==> config.mk <==
export PLATFORM = sky130hd
export DESIGN_NAME = ibuf_debounce_ctrl
export DESIGN_NICKNAME = d
export VERILOG_FILES = /design/src/rtl/ibuf_debounce_pkg.sv /design/src/rtl/ibuf_debounce_chan.sv /design/src/rtl/ibuf_tech.sv /design/src/rtl/ibuf_debounce_ctrl.sv
export SDC_FILE = /design/constraint.sdc
export NUM_CORES = 1
export LEC_CHECK = 0
export CORE_ASPECT_RATIO = 0.75
export CORE_UTILIZATION = 44
export DETAILED_ROUTE_END_ITERATION = 7
export PLACE_DENSITY = 0.7
export SLEW_MARGIN = 15
export SYNTH_ARGS = -nofsm -noshare
export SYNTH_HDL_FRONTEND = slang
export SYNTH_HIERARCHICAL = 1
export SYNTH_SLANG_ARGS = --single-unit
export TNS_END_PERCENT = 5
==> constraint.sdc <==
create_clock -name i_clk -period 1.97 [get_ports i_clk]
set_input_delay 0.197 -clock i_clk [delete_from_list [all_inputs] [get_ports i_clk]]
set_output_delay 0.197 -clock i_clk [all_outputs]
set_load 0.01 [all_outputs]
==> src/rtl/ibuf_debounce_pkg.sv <==
// Shared types and helpers for the buffered-input debounce controller.
// Holds the per-channel FSM state encoding and the counter width helper.
package ibuf_debounce_pkg;

    typedef enum logic {
        ST_STABLE = 1'b0,
        ST_CHECK  = 1'b1
    } dbnc_state_e;

    function automatic int cnt_width(input int cycles);
        return (cycles <= 2) ? 1 : $clog2(cycles);
    endfunction

endpackage

==> src/rtl/ibuf_debounce_chan.sv <==
// One debounce channel: pad buffer, synchronizer chain, FSM and counter.
// o_level changes only after the synced value has differed for DEBOUNCE_CYCLES cycles.
module ibuf_debounce_chan
    import ibuf_debounce_pkg::*;
#(
    parameter int   SYNC_STAGES     = 2,
    parameter int   DEBOUNCE_CYCLES = 16,
    parameter logic RST_VAL         = 1'b0
) (
    input  logic i_clk,
    input  logic i_rst,
    input  logic i_pin,
    input  logic i_enable,
    output logic o_level,
    output logic o_rise,
    output logic o_fall
);

    localparam int CW = cnt_width(DEBOUNCE_CYCLES);
    localparam logic [CW-1:0] CNT_LAST = CW'(DEBOUNCE_CYCLES - 1);

    logic                   pin_buf;
    logic [SYNC_STAGES-1:0] sync_q;
    logic                   s;

    dbnc_state_e state_q, state_nxt;
    logic [CW-1:0] cnt_q, cnt_nxt;
    logic level_q, level_nxt;
    logic rise_q, rise_nxt;
    logic fall_q, fall_nxt;
    logic accept;

    ibuf_tech u_ibuf (
        .i_pad  (i_pin),
        .o_core (pin_buf)
    );

    // Chain runs regardless of i_enable so s is fresh on re-enable.
    always_ff @(posedge i_clk) begin
        if (i_rst) begin
            sync_q <= {SYNC_STAGES{RST_VAL}};
        end else begin
            sync_q <= {sync_q[SYNC_STAGES-2:0], pin_buf};
        end
    end

    assign s = sync_q[SYNC_STAGES-1];

    always_ff @(posedge i_clk) begin
        if (i_rst) begin
            state_q <= ST_STABLE;
        end else begin
            state_q <= state_nxt;
        end
    end

    always_comb begin
        state_nxt = state_q;
        unique case (state_q)
            ST_STABLE: begin
                if (i_enable && (s != level_q)) begin
                    state_nxt = ST_CHECK;
                end
            end
            ST_CHECK: begin
                if (!i_enable || (s == level_q) || (cnt_q == CNT_LAST)) begin
                    state_nxt = ST_STABLE;
                end
            end
            default: state_nxt = ST_STABLE;
        endcase
    end

    always_comb begin
        cnt_nxt   = '0;
        accept    = 1'b0;
        level_nxt = level_q;
        if (i_enable && (state_q == ST_CHECK) && (s != level_q)) begin
            if (cnt_q == CNT_LAST) begin
                accept = 1'b1;
            end else begin
                cnt_nxt = cnt_q + 1'b1;
            end
        end
        if (accept) begin
            level_nxt = s;
        end
        rise_nxt = accept & s;
        fall_nxt = accept & ~s;
    end

    always_ff @(posedge i_clk) begin
        if (i_rst) begin
            cnt_q   <= '0;
            level_q <= RST_VAL;
            rise_q  <= 1'b0;
            fall_q  <= 1'b0;
        end else begin
            cnt_q   <= cnt_nxt;
            level_q <= level_nxt;
            rise_q  <= rise_nxt;
            fall_q  <= fall_nxt;
        end
    end

    assign o_level = level_q;
    assign o_rise  = rise_q;
    assign o_fall  = fall_q;

endmodule

==> src/rtl/ibuf_tech.sv <==
// Generic input pad buffer; replaced by the vendor cell in a tech mapping.
// Behaviourally a plain wire from pad to core.
module ibuf_tech (
    input  logic i_pad,
    output logic o_core
);

    assign o_core = i_pad;

endmodule

==> src/rtl/ibuf_debounce_ctrl.sv <==
// Debounce controller top: CHN channels plus edge-pending/irq logic.
// Define IBUF_DEBOUNCE_IRQ_EN to enable sticky edge flags and o_irq.
module ibuf_debounce_ctrl
    import ibuf_debounce_pkg::*;
#(
    parameter int             CHN             = 4,
    parameter int             SYNC_STAGES     = 2,
    parameter int             DEBOUNCE_CYCLES = 16,
    parameter logic [CHN-1:0] RST_VAL         = '0
) (
    input  logic           i_clk,
    input  logic           i_rst,
    input  logic [CHN-1:0] i_pin,
    input  logic           i_enable,
    output logic [CHN-1:0] o_level,
    output logic [CHN-1:0] o_rise,
    output logic [CHN-1:0] o_fall,
    input  logic [CHN-1:0] i_irq_mask,
    input  logic [CHN-1:0] i_pend_clr,
    output logic [CHN-1:0] o_edge_pend,
    output logic           o_irq
);

    for (genvar g = 0; g < CHN; g++) begin : g_chan
        ibuf_debounce_chan #(
            .SYNC_STAGES     (SYNC_STAGES),
            .DEBOUNCE_CYCLES (DEBOUNCE_CYCLES),
            .RST_VAL         (RST_VAL[g])
        ) u_chan (
            .i_clk    (i_clk),
            .i_rst    (i_rst),
            .i_pin    (i_pin[g]),
            .i_enable (i_enable),
            .o_level  (o_level[g]),
            .o_rise   (o_rise[g]),
            .o_fall   (o_fall[g])
        );
    end

`ifdef IBUF_DEBOUNCE_IRQ_EN
    logic [CHN-1:0] pend_q;
    logic           irq_q;

    // A new edge in the same cycle as a clear keeps the bit set.
    always_ff @(posedge i_clk) begin
        if (i_rst) begin
            pend_q <= '0;
            irq_q  <= 1'b0;
        end else begin
            pend_q <= (pend_q & ~i_pend_clr)
                    | ((o_rise | o_fall) & i_irq_mask);
            irq_q  <= |pend_q;
        end
    end

    assign o_edge_pend = pend_q;
    assign o_irq       = irq_q;
`else
    logic unused_irq_in;

    assign unused_irq_in = ^{i_irq_mask, i_pend_clr};
    assign o_edge_pend   = '0;
    assign o_irq         = 1'b0;
`endif

endmodule

==> run_results.csv, run 1 <==
group,metric,value,unit
synth,synth_area,1560,sq um
clock_network,cts_buffers,5,
clock_network,root_buffer,"clkbuf_8",
timing,rsz0062_at_grt,"no",
timing,holdWs,443,ps
cells_and_area,syn2layout_area_growth,20.4,%
die,ios,32,
clock_network,hold_buffers,0,
timing,finalCriticalPeriod,1460,ps
global_route,grt_usage,14.0,%
worst_setup_path,arrival,1260,ps
clock_network,clock_path_buffers,2,
worst_setup_path,ff2ff_path_depth,4,
synth,ys_seq_area_share,51.2,%
cells_and_area,design_area,1880,sq um
cells_and_area,fin_util,56.5,%
route,drc,0,
min_path,hold_path_class,"register to register",
die,dieArea,3800,sq um
synth,synth_top_area_cell,"dfxtp_1",
global_route,grt_pass1_wl,3980,um
place,hpwl,1750,um
route,drtAntennaViolNets,0,
route,dr_wl_met2,1080,um
worst_setup_path,r2r_end,"g_chan[2].u_chan/o_fall",
worst_setup_path,path_buf_inv,1,
timing,hold_viol,0,
route,dr.pass1.iters,7,
global_route,grt_max_degree,14,
global_route,grt_pass1_vias,922,
place,post_dp_cell_area,1760,sq um
pwr,ir_drop,0.476,mV
timing,period_share,74.0,%
worst_setup_path,r2r_slack,700,ps
route,wl_met3,99,um
timing,finalMaxSlewViolations,0,
cells_and_area,nets,191,
clock_network,clock_sinks,40,
timing,fin_worst_skew,3.25,ps
pwr,powerDensity,843,nW/um^2
worst_setup_path,r2r_start,"g_chan[2].u_chan/cnt_q[0]",
timing,fin_setup_tns,0,ps
route,routedWlPerCell,11.4,um
clock_network,post_cts_resize_count,0,
die,start_util,46.9,%
die,die_x,70.8,um
worst_setup_path,cpPeakStageDelay,580,ps
worst_setup_path,end_kind,"output pin",
worst_setup_path,cp.required,1770,ps
synth,synth_top_area_share,51.2,%
place,place.gp.congestion,0.707,
global_route,antenna_found_initial,0,
worst_setup_path,path_max_fanout,5,
route,first_iter_violations,13,
clock_network,cts.reportedPaths.clkPinSlew,70,ps
clock_network,clk_latency,280,ps
run_status,status,"finished clean",
route,vias,1029,
synth,synth_seq_cells,40,
cells_and_area,final_layout_size_suffix_gt1_share,12.7,%
worst_setup_path,crit_family,"buffers and inverters",
route,top_layer_used,"met4",
pwr,p_leak,0.699,nW
route,wirelength,2440,um
synth,synthCells,150,
worst_setup_path,crit_chain,"clkdlybuf4s50_1",
timing,fmax,686,MHz
place,dp_slack,346,ps
timing,setup_viol,0,
worst_setup_path,path_depth,1,
synth,syn_avg_cell_area,10.4,sq um
die,die_h,53.6,um
synth,synth_area_leaders,"dfxtp_1, nor2b_1, buf_4, a21oi_1, nor3b_1",
route,drt-met1-wl,1220,um
cells_and_area,fillers,290,
worst_setup_path,crit_slowest_cell,"clkdlybuf4s50_1",
worst_setup_path,critPathCapture,"o_level[2]",
worst_setup_path,startpoint_type,"register",
route,viasPerCell,4.83,
global_route,globalRouteOverflowTotal,0,
synth,synth_cell_types,22,
die,core,3330,sq um
clock_network,cts_max_level,2,
clock_network,post_cts_buffers,0,
cells_and_area,antenna-diode-count,0,
timing,setup_ws,512,ps
place,portBuffers,18,
run,cap_violations,0,
synth,yosys_warnings,6,
worst_setup_path,startpoint,"g_chan[2].u_chan/o_level",
clock_network,cts_tree,"yes",
worst_setup_path,criticalPathCategory,"register to output pin",
die,row_count,18,
## stage by stage
stage / instances / total power [mW]
6_report: 213 / 1.59
5_1_grt: 213 / 1.65
4_1_cts: 213 / 1.61
3_5_place_dp: 205 / 0.886
3_3_place_gp: 205 / 0.885
2_1_floorplan: 154 / 0.874
## where the power goes
group	internal, mW	total, mW	switching (mW)
logic	0.0232	0.0443	0.0211
clock network	0.447	0.720	0.273
registers	0.817	0.823	0.00563
total	1.29	1.59	0.300
## routing by layer
layer,vias to the layer above,track usage [%]
met2,21,22.9
met1,463,16.8
met3,5,4.49
li1,540,-
met4,0,8.00
met5,-,0
## worst min-delay path by stage
stage | end | slack, ps | startpoint | depth (start not counted)
floorplan | g_chan[0].u_chan/sync_q[0] | 270 | i_rst | 1
global placement | g_chan[2].u_chan/sync_q[1] | 420 | g_chan[2].u_chan/sync_q[0] | 1
detailed placement | g_chan[2].u_chan/sync_q[1] | 430 | g_chan[2].u_chan/sync_q[0] | 1
CTS | g_chan[2].u_chan/sync_q[1] | 450 | g_chan[2].u_chan/sync_q[0] | 1
global route | g_chan[0].u_chan/sync_q[0] | 460 | i_pin[0] | 2
finish | g_chan[2].u_chan/sync_q[1] | 440 | g_chan[2].u_chan/sync_q[0] | 1
## cell families (layout without fill, tap and decap cells)
family / Yosys count / count (layout) / synth area share [%]
compound gates: 16 / 16 / 5.12
xor+xnor: 8 / 8 / 4.48
fa+ha+maj: 4 / 4 / 3.20
buf+inv: 13 / 32 / 5.28
flops: 40 / 40 / 51.2
mux: 4 / 4 / 2.56
other cells: 1 / 5 / 0.240
simple gates: 64 / 64 / 27.9
## synthesized netlist by cell type (all sizes together)
library cell   n
inv            4
dfxtp         40
nand3         12
mux2i          4
nor2           4
ha             4
xnor2          4
nor2b         12
xor2           4
o21ai          4
or2b           4
nor3b         12
buf            9
nand4b         4
nor3           4
nand2b         4
a21oi         12
conb           1
and3           4
nand2          4
## area by class of cell
cell class                 instances  area, sq um  share of cell area [%]
tap                               40         50.0                    2.66
multi-input combinational        101          694                    36.9
timing repair buffer              20          195                    10.4
clock inverter                     1         30.0                    1.60
sequential                        40          801                    42.6
clock buffer                       7         96.3                    5.12
inverter                           4         15.0                   0.798
## placed cells by master, fill, tap and decap left out
cell / n
nor2_1: 4
and3_2: 4
xnor2_1: 4
xor2_1: 4
o21ai_0: 4
nor2b_1: 12
nand4b_1: 4
nor3b_1: 8
mux2i_1: 4
a21oi_1: 12
or2b_1: 4
nor3b_2: 4
clkbuf_8: 7
nand3_1: 8
bufinv_16: 1
ha_1: 4
nand2_1: 4
inv_1: 4
nand2b_1: 4
nor3_1: 4
conb_1: 5
clkdlybuf4s50_1: 18
buf_4: 2
nand3_2: 4
dfxtp_1: 40
## state kept, by name, summed over array words and instances (netlist names)
register,flops
g_chan.u_chan/o_rise,4
g_chan.u_chan/state_q,4
g_chan.u_chan/o_fall,4
g_chan.u_chan/sync_q,8
g_chan.u_chan/o_level,4
g_chan.u_chan/cnt_q,16
Note: power is estimated with default switching activity, not from simulation.
==> inputs of run 2 (changes only) <==
==> constraint.sdc (replaced) <==
create_clock -name i_clk -period 1.4 [get_ports i_clk]
set_input_delay 0.14 -clock i_clk [delete_from_list [all_inputs] [get_ports i_clk]]
set_output_delay 0.14 -clock i_clk [all_outputs]
set_load 0.01 [all_outputs]
==> run 2 against run 1 <==
Non-clock buffer count rose by 3. Die area did not move. Via count rose by 3.1%. Clock-buffer cell count did not move. Combinational power rose by 54%. Sequential power rose by 41%. Register-to-register slack got worse by 570 ps. Clock power rose by 38%.
==> run_results.csv, run 2 (synthesized netlist as in run 1, its figures left out) <==
group,metric,value,unit
die,dieArea,3800,sq um
clock_network,clock_path_buffers,2,
global_route,grt_util_met3,5.06,%
clock_network,cts.reportedPaths.clkPinSlew,80,ps
place,portBuffers,18,
cells_and_area,antenna-diode-count,0,
cells_and_area,layout_commonest_cell,"dfxtp_1",
cells_and_area,final_cell_mix,"dfxtp_1, clkdlybuf4s50_1, nor2b_1, a21oi_1, nand3_1",
cells_and_area,regMostFlops,"g_chan.u_chan/cnt_q",
timing,holdWs,405,ps
cells_and_area,fin_util,57.5,%
die,die_h,53.6,um
route,wirelength,2490,um
pwr,p_leak,0.734,nW
route,drc,0,
timing,hold_viol,0,
global_route,busiest_layer,"met2",
clock_network,root_buffer,"clkbuf_8",
timing,period_share,95.9,%
clock_network,cts_buffers,5,
min_path,min_path_cells,2,
worst_setup_path,cp.required,1260,ps
worst_setup_path,r2r_end,"g_chan[2].u_chan/o_rise",
die,core,3330,sq um
worst_setup_path,crit_slowest_cell,"clkdlybuf4s50_1",
timing,setup_viol,0,
pwr,p_sw,404,uW
route,vias,1061,
pwr,combPwrFrac,3.1,%
cells_and_area,fillers,302,
cells_and_area,reg_top3,"g_chan.u_chan/cnt_q: 16 flops, g_chan.u_chan/sync_q: 8 flops",
clock_network,cts_tree,"yes",
global_route,grt_usage,14.2,%
min_path,hold_start,"i_pin[1]",
timing,fin_worst_skew,4.78,ps
run_status,status,"finished clean",
die,start_util,46.9,%
route,viasPerCell,4.91,
min_path,hold_end,"g_chan[1].u_chan/sync_q[0]",
cells_and_area,multi_input_area,699,sq um
global_route,grt_pass1_vias,988,
pwr,pwr-share-clk,44.8,%
pwr,intPower,1.82,mW
worst_setup_path,criticalPathCategory,"register to output pin",
die,row_count,18,
global_route,antenna_found_initial,0,
worst_setup_path,arrival,1200,ps
worst_setup_path,r2r_slack,130,ps
global_route,met2_usage,24.7,%
clock_network,cts_max_level,2,
clock_network,clock_sinks,40,
run,cap_violations,0,
cells_and_area,nets,194,
global_route,grt_max_degree,13,
route,first_iter_violations,15,
route,dr.pass1.iters,6,
route,drtAntennaViolNets,0,
pwr,powerDensity,1160,nW/um^2
worst_setup_path,crit_family,"buffers and inverters",
cells_and_area,largest_reg_flops,16,
die,ios,32,
worst_setup_path,ff2ff_path_depth,4,
place,hpwl,1800,um
worst_setup_path,end_kind,"output pin",
timing,fmax,745,MHz
min_path,hold_path_class,"primary input to register",
timing,finalCriticalPeriod,1340,ps
pwr,ir_drop,0.870,mV
die,die_x,70.8,um
clock_network,post_cts_buffers,0,
pwr,seqPwrFrac,52.2,%
worst_setup_path,cpPeakStageDelay,550,ps
worst_setup_path,r2r_start,"g_chan[2].u_chan/cnt_q[0]",
worst_setup_path,startpoint_type,"register",
global_route,globalRouteOverflowTotal,0,
worst_setup_path,path_max_fanout,5,
cells_and_area,final_layout_size_suffix_gt1_share,16.5,%
global_route,grt_pass1_wl,4130,um
timing,finalMaxSlewViolations,0,
clock_network,clk_latency,280,ps
pwr,power.share.switching,18.2,%
cells_and_area,syn2layout_area_growth,22.6,%
worst_setup_path,path_buf_inv,1,
place,place.gp.congestion,0.657,
cells_and_area,regArea,805,sq um
worst_setup_path,crit_chain,"clkdlybuf4s50_1",
route,routedWlPerCell,11.5,um
timing,rsz0062_at_grt,"no",
global_route,met1_usage,16.6,%
[run 2: final cells by class]
cell class / count / area share [%]
Clock inverter: 1 / 1.57
Inverter: 4 / 0.784
Timing Repair Buffer: 23 / 11.5
Multi-Input combinational cell: 101 / 36.5
Sequential cell: 40 / 42.0
Clock buffer: 7 / 5.03
Tap cell: 40 / 2.61
[run 2: timing repair]
item / CTS / global route
gates resized for setup: 2 / 3
endpoints found under the setup margin: 2 / 3
hold buffers: 0 / 0
[run 2: through the flow]
stage	total power [mW]	setup WS [ps]	setup TNS (ps)	cell area (sq um)	std cells
after floorplan	1.23	298	0	1580	154
after global placement	1.25	-65.1	-524	1780	208
after detailed placement	1.25	-127	-1540	1780	208
after CTS	2.24	13.3	0	1910	216
after global routing	2.31	26.0	0	1920	216
final	2.22	57.4	0	1920	216
[run 2: how the worst max path moves through the flow]
stage	startpoint	endpoint	slack, ps	depth (start not counted)
3_5_place_dp	i_enable	g_chan[3].u_chan/cnt_q[0]	-130	4
6_report	g_chan[1].u_chan/o_level	o_level[1]	60	1
4_1_cts	g_chan[0].u_chan/o_level	o_level[0]	10	1
5_1_grt	g_chan[1].u_chan/o_level	o_level[1]	30	1
2_1_floorplan	g_chan[0].u_chan/cnt_q[0]	g_chan[0].u_chan/o_level	300	4
3_3_place_gp	i_enable	g_chan[1].u_chan/cnt_q[1]	-70	4
[run 2: metal layers]
layer,vias to the layer above,share of wire (%)
met1,484,48
met3,2,4.6
met2,24,47
met5,-,0
met4,0,0.52
li1,551,-
[run 2: power by group through the flow]
| stage | clock, mW | sequential (mW) | combinational [mW] |
|---|---|---|---|
| after floorplan | 0 | 1.18 | 0.0477 |
| after global placement | 0 | 1.18 | 0.0673 |
| after detailed placement | 0 | 1.18 | 0.0689 |
| after CTS | 1.02 | 1.16 | 0.0690 |
| after global routing | 1.08 | 1.16 | 0.0759 |
| final | 0.993 | 1.16 | 0.0682 |
==> inputs of run 3 (changes only) <==
--- a/config.mk
+++ b/config.mk
@@ -6,9 +6,10 @@
 export NUM_CORES = 1
 export LEC_CHECK = 0
 export CORE_ASPECT_RATIO = 0.75
+export CORE_MARGIN = 10
 export CORE_UTILIZATION = 44
 export DETAILED_ROUTE_END_ITERATION = 7
-export PLACE_DENSITY = 0.7
+export PLACE_DENSITY = 0.73
 export SLEW_MARGIN = 15
 export SYNTH_ARGS = -nofsm -noshare
 export SYNTH_HDL_FRONTEND = slang
==> constraint.sdc (replaced) <==
create_clock -name i_clk -period 1.1 [get_ports i_clk]
set_input_delay 0.11 -clock i_clk [delete_from_list [all_inputs] [get_ports i_clk]]
set_output_delay 0.11 -clock i_clk [all_outputs]
set_load 0.01 [all_outputs]
==> run 3 against run 2 <==
The run now ends with setup timing left. Sequential share of layout area shrank 3.9 points. Routed wire length up 24%. Total power is 24% higher. Combinational power is 38% higher. Die area rose by 68%. Global-route usage down 4.1 points. Register-to-register slack worse by 150 ps. Largest power group unchanged.
==> run_results.csv, run 3 (synthesized netlist as in run 1, its figures left out) <==
group,metric,value,unit
place,hpwl,2170,um
pwr,power.share.switching,20.6,%
worst_setup_path,cp.required,1300,ps
cells_and_area,design_area,2140,sq um
worst_setup_path,r2r_slack,-20,ps
clock_network,root_buffer,"clkbuf_8",
run_status,violations,"setup timing",
cells_and_area,regArea,816,sq um
worst_setup_path,end_kind,"register",
pwr,p_total,2.75,mW
worst_setup_path,arrival,1320,ps
worst_setup_path,crit_chain,"ha_4 > and3_4 > buf_4 > nor3b_2",
cells_and_area,reg_top3,"g_chan.u_chan/cnt_q: 16 flops, g_chan.u_chan/sync_q: 8 flops",
pwr,intPower,2.18,mW
global_route,grt_pass1_vias,1162,
worst_setup_path,path_max_fanout,4,
route,vias,1129,
run,cap_violations,0,
die,ios,32,
die,die_h,71.6,um
clock_network,hold_buffers,0,
clock_network,clock_sinks,40,
timing,holdWs,245,ps
clock_network,cts_buffers,5,
cells_and_area,fin_util,63.8,%
timing,setup_viol,1,
worst_setup_path,crit_slowest_cell,"dfxtp_2",
pwr,pwr-share-clk,42.9,%
die,start_util,46.6,%
timing,rsz0062_at_grt,"yes",
route,wirelength,3090,um
global_route,grt_max_degree,14,
die,dieArea,6360,sq um
cells_and_area,final_layout_size_suffix_gt1_share,39.1,%
route,first_iter_violations,28,
timing,finalCriticalPeriod,1120,ps
timing,fin_worst_skew,5.00,ps
cells_and_area,multi_input_area,822,sq um
clock_network,cts_tree,"yes",
place,portBuffers,18,
clock_network,clock_path_buffers,2,
worst_setup_path,startpoint_type,"register",
pwr,powerDensity,1280,nW/um^2
pwr,ir_drop,0.886,mV
timing,finalMaxSlewViolations,0,
route,routedWlPerCell,13.3,um
pwr,p_leak,0.857,nW
route,drc,0,
clock_network,cts.reportedPaths.clkPinSlew,80,ps
min_path,hold_path_class,"primary input to register",
cells_and_area,layout_commonest_cell,"dfxtp_1",
timing,setup_ws,-16.0,ps
die,die_x,88.8,um
cells_and_area,syn2layout_area_growth,37.1,%
pwr,seqPwrFrac,53.7,%
global_route,grt_usage,10.1,%
place,place.gp.congestion,0.792,
cells_and_area,fillers,253,
worst_setup_path,criticalPathCategory,"register to register",
run_status,status,"finished with violations",
worst_setup_path,path_buf_inv,1,
cells_and_area,regMostFlops,"g_chan.u_chan/cnt_q",
route,drtAntennaViolNets,0,
timing,hold_viol,0,
cells_and_area,largest_reg_flops,16,
route,dr.pass1.iters,4,
worst_setup_path,cpPeakStageDelay,340,ps
place,dp_slack,-392,ps
global_route,grt_pass1_wl,5010,um
global_route,antenna_found_initial,0,
global_route,globalRouteOverflowTotal,0,
timing,fmax,896,MHz
die,core,3360,sq um
place,post_dp_cell_area,1860,sq um
pwr,combPwrFrac,3.4,%
worst_setup_path,crit_family,"simple AND/OR/NAND/NOR gates",
cells_and_area,nets,210,
cells_and_area,antenna-diode-count,0,
timing,period_share,101,%
clock_network,cts_max_level,2,
clock_network,clk_latency,300,ps
route,viasPerCell,4.87,
pwr,p_sw,567,uW
die,row_count,18,
cells_and_area,final_cell_mix,"dfxtp_1, buf_4, dfxtp_2, nor3b_2, a21oi_1",
[run 3: cell types whose count changed in the layout (fill, tap and decap cells not counted), moves of 4 or more]
cell             change
buf_4               +16
clkdlybuf4s50_1     -13
dfxtp_1              -9
dfxtp_2              +9
dlygate4sd2_1        +8
nor3b_1              -6
nor3b_2              +6
and3_2               -4
and3_4               +4
ha_1                 -4
nor2b_1              -4
[run 3: worst reg2reg max path: stages (launching register included)]
cell	delay [ps]
dfxtp_2	340
ha_4	160
and3_4	180
buf_4	140
nor3b_2	210
[run 3: metal layers]
metal | global-route usage, % | wire length, um | up-vias
li1 | - | - | 576
met1 | 10.2 | 1320 | 526
met4 | 3.76 | 61 | 0
met2 | 16.9 | 1490 | 19
met5 | 0 | 0 | -
met3 | 5.88 | 223 | 8
[run 3: cell type report]
| type | count | area share [%] |
|---|---|---|
| timing repair buffer | 39 | 15.3 |
| tap | 40 | 2.34 |
| clock buffer | 5 | 3.21 |
| sequential | 40 | 38.1 |
| multi-input combinational | 101 | 38.4 |
| inverter | 4 | 0.701 |
| clock inverter | 3 | 1.99 |
[run 3: path summary, 6_finish.rpt]
check	cells after the start	from	end
worst max register to register	4	g_chan[0].u_chan/cnt_q[0]	g_chan[0].u_chan/cnt_q[1]
worst max-delay path	4	g_chan[0].u_chan/cnt_q[0]	g_chan[0].u_chan/cnt_q[1]
worst min-delay path	3	i_enable	g_chan[0].u_chan/o_level
worst min register to register	1	g_chan[2].u_chan/sync_q[0]	g_chan[2].u_chan/sync_q[1]
[run 3: per-stage QoR]
stage | instances | TNS (ps)
4_1_cts | 226 | -174
5_1_grt | 232 | -218
3_3_place_gp | 218 | -7450
6_report | 232 | -16.0
3_5_place_dp | 218 | -9400
2_1_floorplan | 154 | -6.13
[run 3: power by group through the flow]
stage	Sequential [mW]	Clock (mW)	Combinational, mW
final	1.47	1.18	0.0938
after floorplan	1.51	0	0.0607
after detailed placement	1.51	0	0.0814
after global routing	1.48	1.28	0.102
after global placement	1.51	0	0.0788
after CTS	1.47	1.20	0.0852
[run 3: what timing repair did]
item	CTS	global route
gates resized for setup	27	32
buffers inserted	0	6
pin swaps	3	5
endpoints found under the setup margin	33	31
